==> config.mk <==
export PLATFORM = sky130hd
export DESIGN_NAME = mem_dbus_ctrl
export DESIGN_NICKNAME = d
export VERILOG_FILES = /design/src/rtl/mem_dbus_ctrl.sv
export SDC_FILE = /design/constraint.sdc
export NUM_CORES = 1
export LEC_CHECK = 0
export ABC_AREA = 1
export CELL_PAD_IN_SITES_DETAIL_PLACEMENT = 1
export CELL_PAD_IN_SITES_GLOBAL_PLACEMENT = 1
export CORE_MARGIN = 4
export CORE_UTILIZATION = 35
export DETAILED_ROUTE_END_ITERATION = 7
export GPL_TIMING_DRIVEN = 0
export PLACE_DENSITY = 0.86
export SLEW_MARGIN = 20
export SYNTH_ARGS = -nofsm -noshare
export SYNTH_HDL_FRONTEND = slang
export SYNTH_SLANG_ARGS = --single-unit
==> constraint.sdc <==
create_clock -name cpu_clk_50M -period 3.39 [get_ports cpu_clk_50M]
set_input_delay 0.339 -clock cpu_clk_50M [delete_from_list [all_inputs] [get_ports cpu_clk_50M]]
set_output_delay 0.339 -clock cpu_clk_50M [all_outputs]
set_load 0.005 [all_outputs]
==> src/rtl/mem_dbus_ctrl.sv <==
// Memory-access stage data-bus controller.
// Issues EX/MEM loads/stores on a req/ack bus and formats load results.
module mem_dbus_ctrl #(
   parameter logic [7:0] OP_LB    = 8'h90,
   parameter logic [7:0] OP_LBU   = 8'h91,
   parameter logic [7:0] OP_LH    = 8'h92,
   parameter logic [7:0] OP_LHU   = 8'h93,
   parameter logic [7:0] OP_LW    = 8'h94,
   parameter logic [7:0] OP_SB    = 8'h98,
   parameter logic [7:0] OP_SH    = 8'h99,
   parameter logic [7:0] OP_SW    = 8'h9A,
   parameter logic [4:0] EXC_NONE = 5'h1F,
   parameter int         TIMEOUT  = 255,
   parameter int         CNT_W    = 8
) (
   input  logic        cpu_clk_50M,
   input  logic        cpu_rst_n,
   input  logic [7:0]  mem_aluop,
   input  logic [31:0] mem_wd,
   input  logic [31:0] mem_din,
   input  logic [4:0]  mem_exccode,
   input  logic        flush,
   input  logic        wb_stall,
   output logic        dbus_req,
   output logic        dbus_we,
   output logic [3:0]  dbus_be,
   output logic [31:0] dbus_addr,
   output logic [31:0] dbus_wdata,
   input  logic [31:0] dbus_rdata,
   input  logic        dbus_ack,
   output logic        stall_request_mem,
   output logic [31:0] mem_load_data,
   output logic        mem_bus_err
);

   typedef enum logic [1:0] {IDLE, REQ, DONE, DRAIN} state_t;

   state_t           state;
   state_t           state_nx;
   logic [CNT_W-1:0] cnt;
   logic             is_ld;
   logic             is_st;
   logic             pending;
   logic             tmo;
   logic             issue;
   logic             busy;
   logic             drop;
   logic             finish;
   logic [1:0]       a;
   logic [3:0]       be_nx;
   logic [31:0]      wdata_nx;
   logic [7:0]       op_q;
   logic [1:0]       off_q;
   logic             ld_q;
   logic [7:0]       byte_v;
   logic [15:0]      half_v;
   logic [31:0]      fmt;

   assign a   = mem_wd[1:0];
   assign tmo = (cnt == CNT_W'(TIMEOUT - 1));

   // Decode op class, byte enables and lane-replicated store data
   always_comb begin
      is_ld    = 1'b0;
      is_st    = 1'b0;
      be_nx    = 4'b0000;
      wdata_nx = mem_din;
      case (mem_aluop)
         OP_LB, OP_LBU: begin
            is_ld = 1'b1;
            be_nx = 4'b0001 << a;
         end
         OP_LH, OP_LHU: begin
            is_ld = 1'b1;
            be_nx = a[1] ? 4'b1100 : 4'b0011;
         end
         OP_LW: begin
            is_ld = 1'b1;
            be_nx = 4'b1111;
         end
         OP_SB: begin
            is_st    = 1'b1;
            be_nx    = 4'b0001 << a;
            wdata_nx = {4{mem_din[7:0]}};
         end
         OP_SH: begin
            is_st    = 1'b1;
            be_nx    = a[1] ? 4'b1100 : 4'b0011;
            wdata_nx = {2{mem_din[15:0]}};
         end
         OP_SW: begin
            is_st = 1'b1;
            be_nx = 4'b1111;
         end
         default: ;
      endcase
   end

   assign pending = (is_ld | is_st) & (mem_exccode == EXC_NONE) & ~flush;

   // Select and extend the addressed lane of the returned word
   always_comb begin
      byte_v = 8'(dbus_rdata >> {off_q, 3'b000});
      half_v = off_q[1] ? dbus_rdata[31:16] : dbus_rdata[15:0];
      fmt    = dbus_rdata;
      case (op_q)
         OP_LB:   fmt = {{24{byte_v[7]}}, byte_v};
         OP_LBU:  fmt = {24'h0, byte_v};
         OP_LH:   fmt = {{16{half_v[15]}}, half_v};
         OP_LHU:  fmt = {16'h0, half_v};
         default: fmt = dbus_rdata;
      endcase
   end

   // State register
   always_ff @(posedge cpu_clk_50M or negedge cpu_rst_n) begin
      if (!cpu_rst_n) state <= IDLE;
      else            state <= state_nx;
   end

   // Next-state logic; a flush that coincides with ack or timeout needs no drain
   always_comb begin
      state_nx = state;
      unique case (state)
         IDLE: begin
            if (pending) state_nx = REQ;
         end
         REQ: begin
            if (flush)
               state_nx = (dbus_ack | tmo) ? IDLE : DRAIN;
            else if (dbus_ack | tmo)
               state_nx = DONE;
         end
         DONE: begin
            if (flush | ~wb_stall) state_nx = IDLE;
         end
         DRAIN: begin
            if (dbus_ack | tmo) state_nx = IDLE;
         end
         default: state_nx = IDLE;
      endcase
   end

   // Control strobes and the combinational stall request
   always_comb begin
      issue  = (state == IDLE) & pending;
      busy   = (state == REQ) | (state == DRAIN);
      drop   = busy & (dbus_ack | tmo);
      finish = (state == REQ) & ~flush & (dbus_ack | tmo);
      stall_request_mem = pending & (state != DONE);
   end

   // Registered bus outputs, timeout counter and result capture
   always_ff @(posedge cpu_clk_50M or negedge cpu_rst_n) begin
      if (!cpu_rst_n) begin
         dbus_req      <= 1'b0;
         dbus_we       <= 1'b0;
         dbus_be       <= 4'b0000;
         dbus_addr     <= 32'h0;
         dbus_wdata    <= 32'h0;
         cnt           <= '0;
         op_q          <= 8'h0;
         off_q         <= 2'b00;
         ld_q          <= 1'b0;
         mem_load_data <= 32'h0;
         mem_bus_err   <= 1'b0;
      end else begin
         if (issue) begin
            dbus_req   <= 1'b1;
            dbus_we    <= is_st;
            dbus_be    <= be_nx;
            dbus_addr  <= {mem_wd[31:2], 2'b00};
            dbus_wdata <= wdata_nx;
            cnt        <= '0;
            op_q       <= mem_aluop;
            off_q      <= a;
            ld_q       <= is_ld;
         end else if (busy) begin
            cnt <= cnt + 1'b1;
            if (drop) begin
               dbus_req <= 1'b0;
               dbus_we  <= 1'b0;
               dbus_be  <= 4'b0000;
            end
         end
         if (finish) begin
            if (dbus_ack) begin
               mem_bus_err <= 1'b0;
               if (ld_q) mem_load_data <= fmt;
            end else begin
               mem_bus_err <= 1'b1;
            end
         end
      end
   end

endmodule
==> results.toml <==
[sta]
setup_violations = 0
finalHoldViolCount = 0
max_freq_mhz = 381
worst_pin_slew_ps = 889
slew_headroom = 0.403
min_period_ps = 2630
finClkSkew_ps = 7.87
slew_violations = 0
fin_crit_sh = 0.775
hold_slack_ps = 417
rsz0062_at_grt = "false"

[pwr]
internal_power_mw = 3.14
p_sw_frac = 0.251
p_leak_nw = 4.82
p_comb_frac = 0.144
p_switching_mw = 1.05
p_clk_frac = 0.470
pwr-share-seq = 0.386
ir_drop_v = 0.000332
power.total_mw = 4.19
cellPowerDensity_nw_per_um2 = 437

[worst_setup_path]
critPathMaxFanout = 4
worstSetupPathType = "input pin to primary output"
crit_slowest_cell = "clkdlybuf4s50_1"
cp-end-kind = "primary output"
critPathBufInv = 2
slowest_delay_ps = 530
cp_top_family = "buffers and inverters"
critPathLaunchType = "input pin"
cp_cell_sequence = "clkdlybuf4s50_1 > nand2_1 > nor2_1 > o211ai_1 > nand2_1 > nand2_1 > a21oi_1 > clkdlybuf4s50_1"
crit_path_frequent_cell = "nand2_1"
cp.required_ps = 3050
cp.arrival_ps = 2290

[synth]
synth_enable_flop_cells = 0
synth_area_per_cell_um2 = 7.26
ys_top_cells_by_area = "dfrtp_1 (47%), nand2_1 (20%), nand3_1 (6.2%)"
async_flop_share = 1.00
synth_cells = 893
synth_top_area_frac = 0.471
yosys_warnings = 0
synth.distinct_cells = 33
syn_area_um2 = 6490
seq_area_frac_synth = 0.471
synth_top_area_cell = "dfrtp_1"
ys.flop_type = "dfrtp_1"
ys_ff_latch = 122

[layout]
diodes = 0
mostFrequentLayoutCells = "nand2_1 (354), clkdlybuf4s50_1 (214), dfrtp_1 (122)"
fin_nets = 1246
multi_input_area_um2 = 2930
area_growth_pct = 48.1
final_common_cell = "nand2_1"
fillCellCount = 2235
regArea_um2 = 3050
final_layout_size_suffix_gt1_frac = 0.101

[detailed_routing]
drt_iter0_drc = 337
drtPass1Iterations = 7
drc = 0
drt_wl_total_um = 24000
ant_nets = 0
dr_total_vias = 6809
viasPerCell = 4.96
wl_per_cell_um = 17.5

[place]
io_buffers = 215
place_hpwl_um = 18200
gp_congestion = 0.844

[die]
start_util = 0.359
io_pins = 218
core_area_um2 = 18100
row_count = 49
die_w_um = 144
die_h_um = 144
dieArea_um2 = 20800

[clock_network]
root_buffer = "clkbuf_16"
clock-sinks = 122
ctsHoldBuffers = 1
cts_inserted_buffers = 17
h-tree-depth = 4
postCtsSetupBuffers = 0
clk_latency_ps = 410
cts_tree = "built"
clk_pin_slew_worst_paths_ps = 60
cts_buffer_depth = 2
post_cts_resized = 0

[grt]
antenna_found_initial = 1
first_global_vias = 7345
grt_pass1_wl_um = 38300
track_usage = 0.236
grt_max_degree = 80
overflow = 0

[hold_path]
holdCritPathClass = "input pin to async pin"

[status]
outcome = "finished, final reports clean"

[job]
maxCapViolCount = 0
==> worst reg2reg max path, delay by kind of cell (launching register included) <==
kind                   cells  cell delay, ps
AOI/OAI and AO/OA          2             260
buffers and inverters      3             580
DFF                        1             330
and+or+nand+nor            5             790
==> flip-flops by register name (all words and copies together), names as in the netlist, 2 cells and up <==
| name | count |
|---|---|
| op_q | 8 |
| dbus_be | 4 |
| dbus_addr | 30 |
| dbus_wdata | 32 |
| mem_load_data | 32 |
| state | 2 |
| off_q | 2 |
| cnt | 8 |
==> path summary, 6_finish.rpt <==
| kind | cells past startpoint | slack (ps) | start | endpoint |
|---|---|---|---|---|
| max | 8 | 760 | mem_aluop[4] | stall_request_mem |
| min | 2 | 420 | cpu_rst_n | mem_load_data[27] |
| max reg2reg | 10 | 1320 | state[0] | mem_load_data[15] |
| min reg2reg | 2 | 480 | dbus_wdata[30] | dbus_wdata[30] |
| max in group asynchronous | 3 | 2230 | cpu_rst_n | dbus_wdata[26] |
| min in group cpu_clk_50M | 3 | 460 | mem_wd[5] | dbus_addr[5] |
==> per-stage QoR <==
step / TNS (ps) / setup WS (ps) / area, µm² / utilization / cells
after floorplan: 0 / 1800 / 6490 / - / 894
after global placement: -359400 / -2960 / 8930 / 0.494 / 1338
after detailed placement: 0 / 694 / 8960 / 0.495 / 1339
after CTS: 0 / 768 / 9610 / 0.531 / 1372
after global routing: 0 / 671 / 9610 / 0.531 / 1372
final: 0 / 764 / 9610 / 0.531 / 1372
==> synth_stat cells (3+ instances only) <==
| cell | n |
|---|---|
| a21oi_1 | 16 |
| buf_2 | 21 |
| buf_4 | 3 |
| clkbuf_1 | 15 |
| dfrtp_1 | 122 |
| inv_1 | 68 |
| inv_2 | 14 |
| nand2_1 | 354 |
| nand3_1 | 80 |
| nand3b_1 | 3 |
| nand4_1 | 10 |
| nor2_1 | 49 |
| nor2_2 | 23 |
| nor3_1 | 5 |
| o21a_1 | 8 |
| o21ai_0 | 32 |
| o21ai_1 | 27 |
| o21bai_1 | 7 |
| or2_2 | 17 |
==> power groups by stage <==
stage | sequential (mW) | clock [mW] | combinational [mW]
floorplan | 1.63 | 0 | 0.269
global placement | 1.64 | 0 | 0.570
detailed placement | 1.64 | 0 | 0.599
CTS | 1.62 | 2.00 | 0.608
global route | 1.63 | 2.08 | 0.673
finish | 1.62 | 1.97 | 0.603
==> metal layers <==
| metal | up-vias | global-route usage | share of wire |
|---|---|---|---|
| met2 | 210 | 0.406 | 0.49 |
| met1 | 3294 | 0.288 | 0.41 |
| li1 | 3270 | - | - |
| met3 | 33 | 0.0761 | 0.078 |
| met4 | 2 | 0.0619 | 0.017 |
| met5 | - | 0 | 0.00033 |
==> cell type report <==
class	instances	share of cell area
Sequential cell	122	0.318
Multi-Input combinational cell	648	0.305
Timing Repair Buffer	217	0.228
Clock buffer	23	0.0498
Inverter	82	0.0320
Tap cell	229	0.0298
Buffer	42	0.0211
Clock inverter	9	0.0168
==> kinds of logic (layout without fill, tap and decap cells) <==
group,after synthesis,count (layout),share of synthesized area
compound gates,94,94,0.0810
other cells,1,2,0.000578
fa+ha+maj,2,2,0.00386
flops,122,122,0.471
simple gates,548,548,0.362
xor+xnor,2,2,0.00270
buf+inv,124,373,0.0787
(Power assumes the default switching activity.)
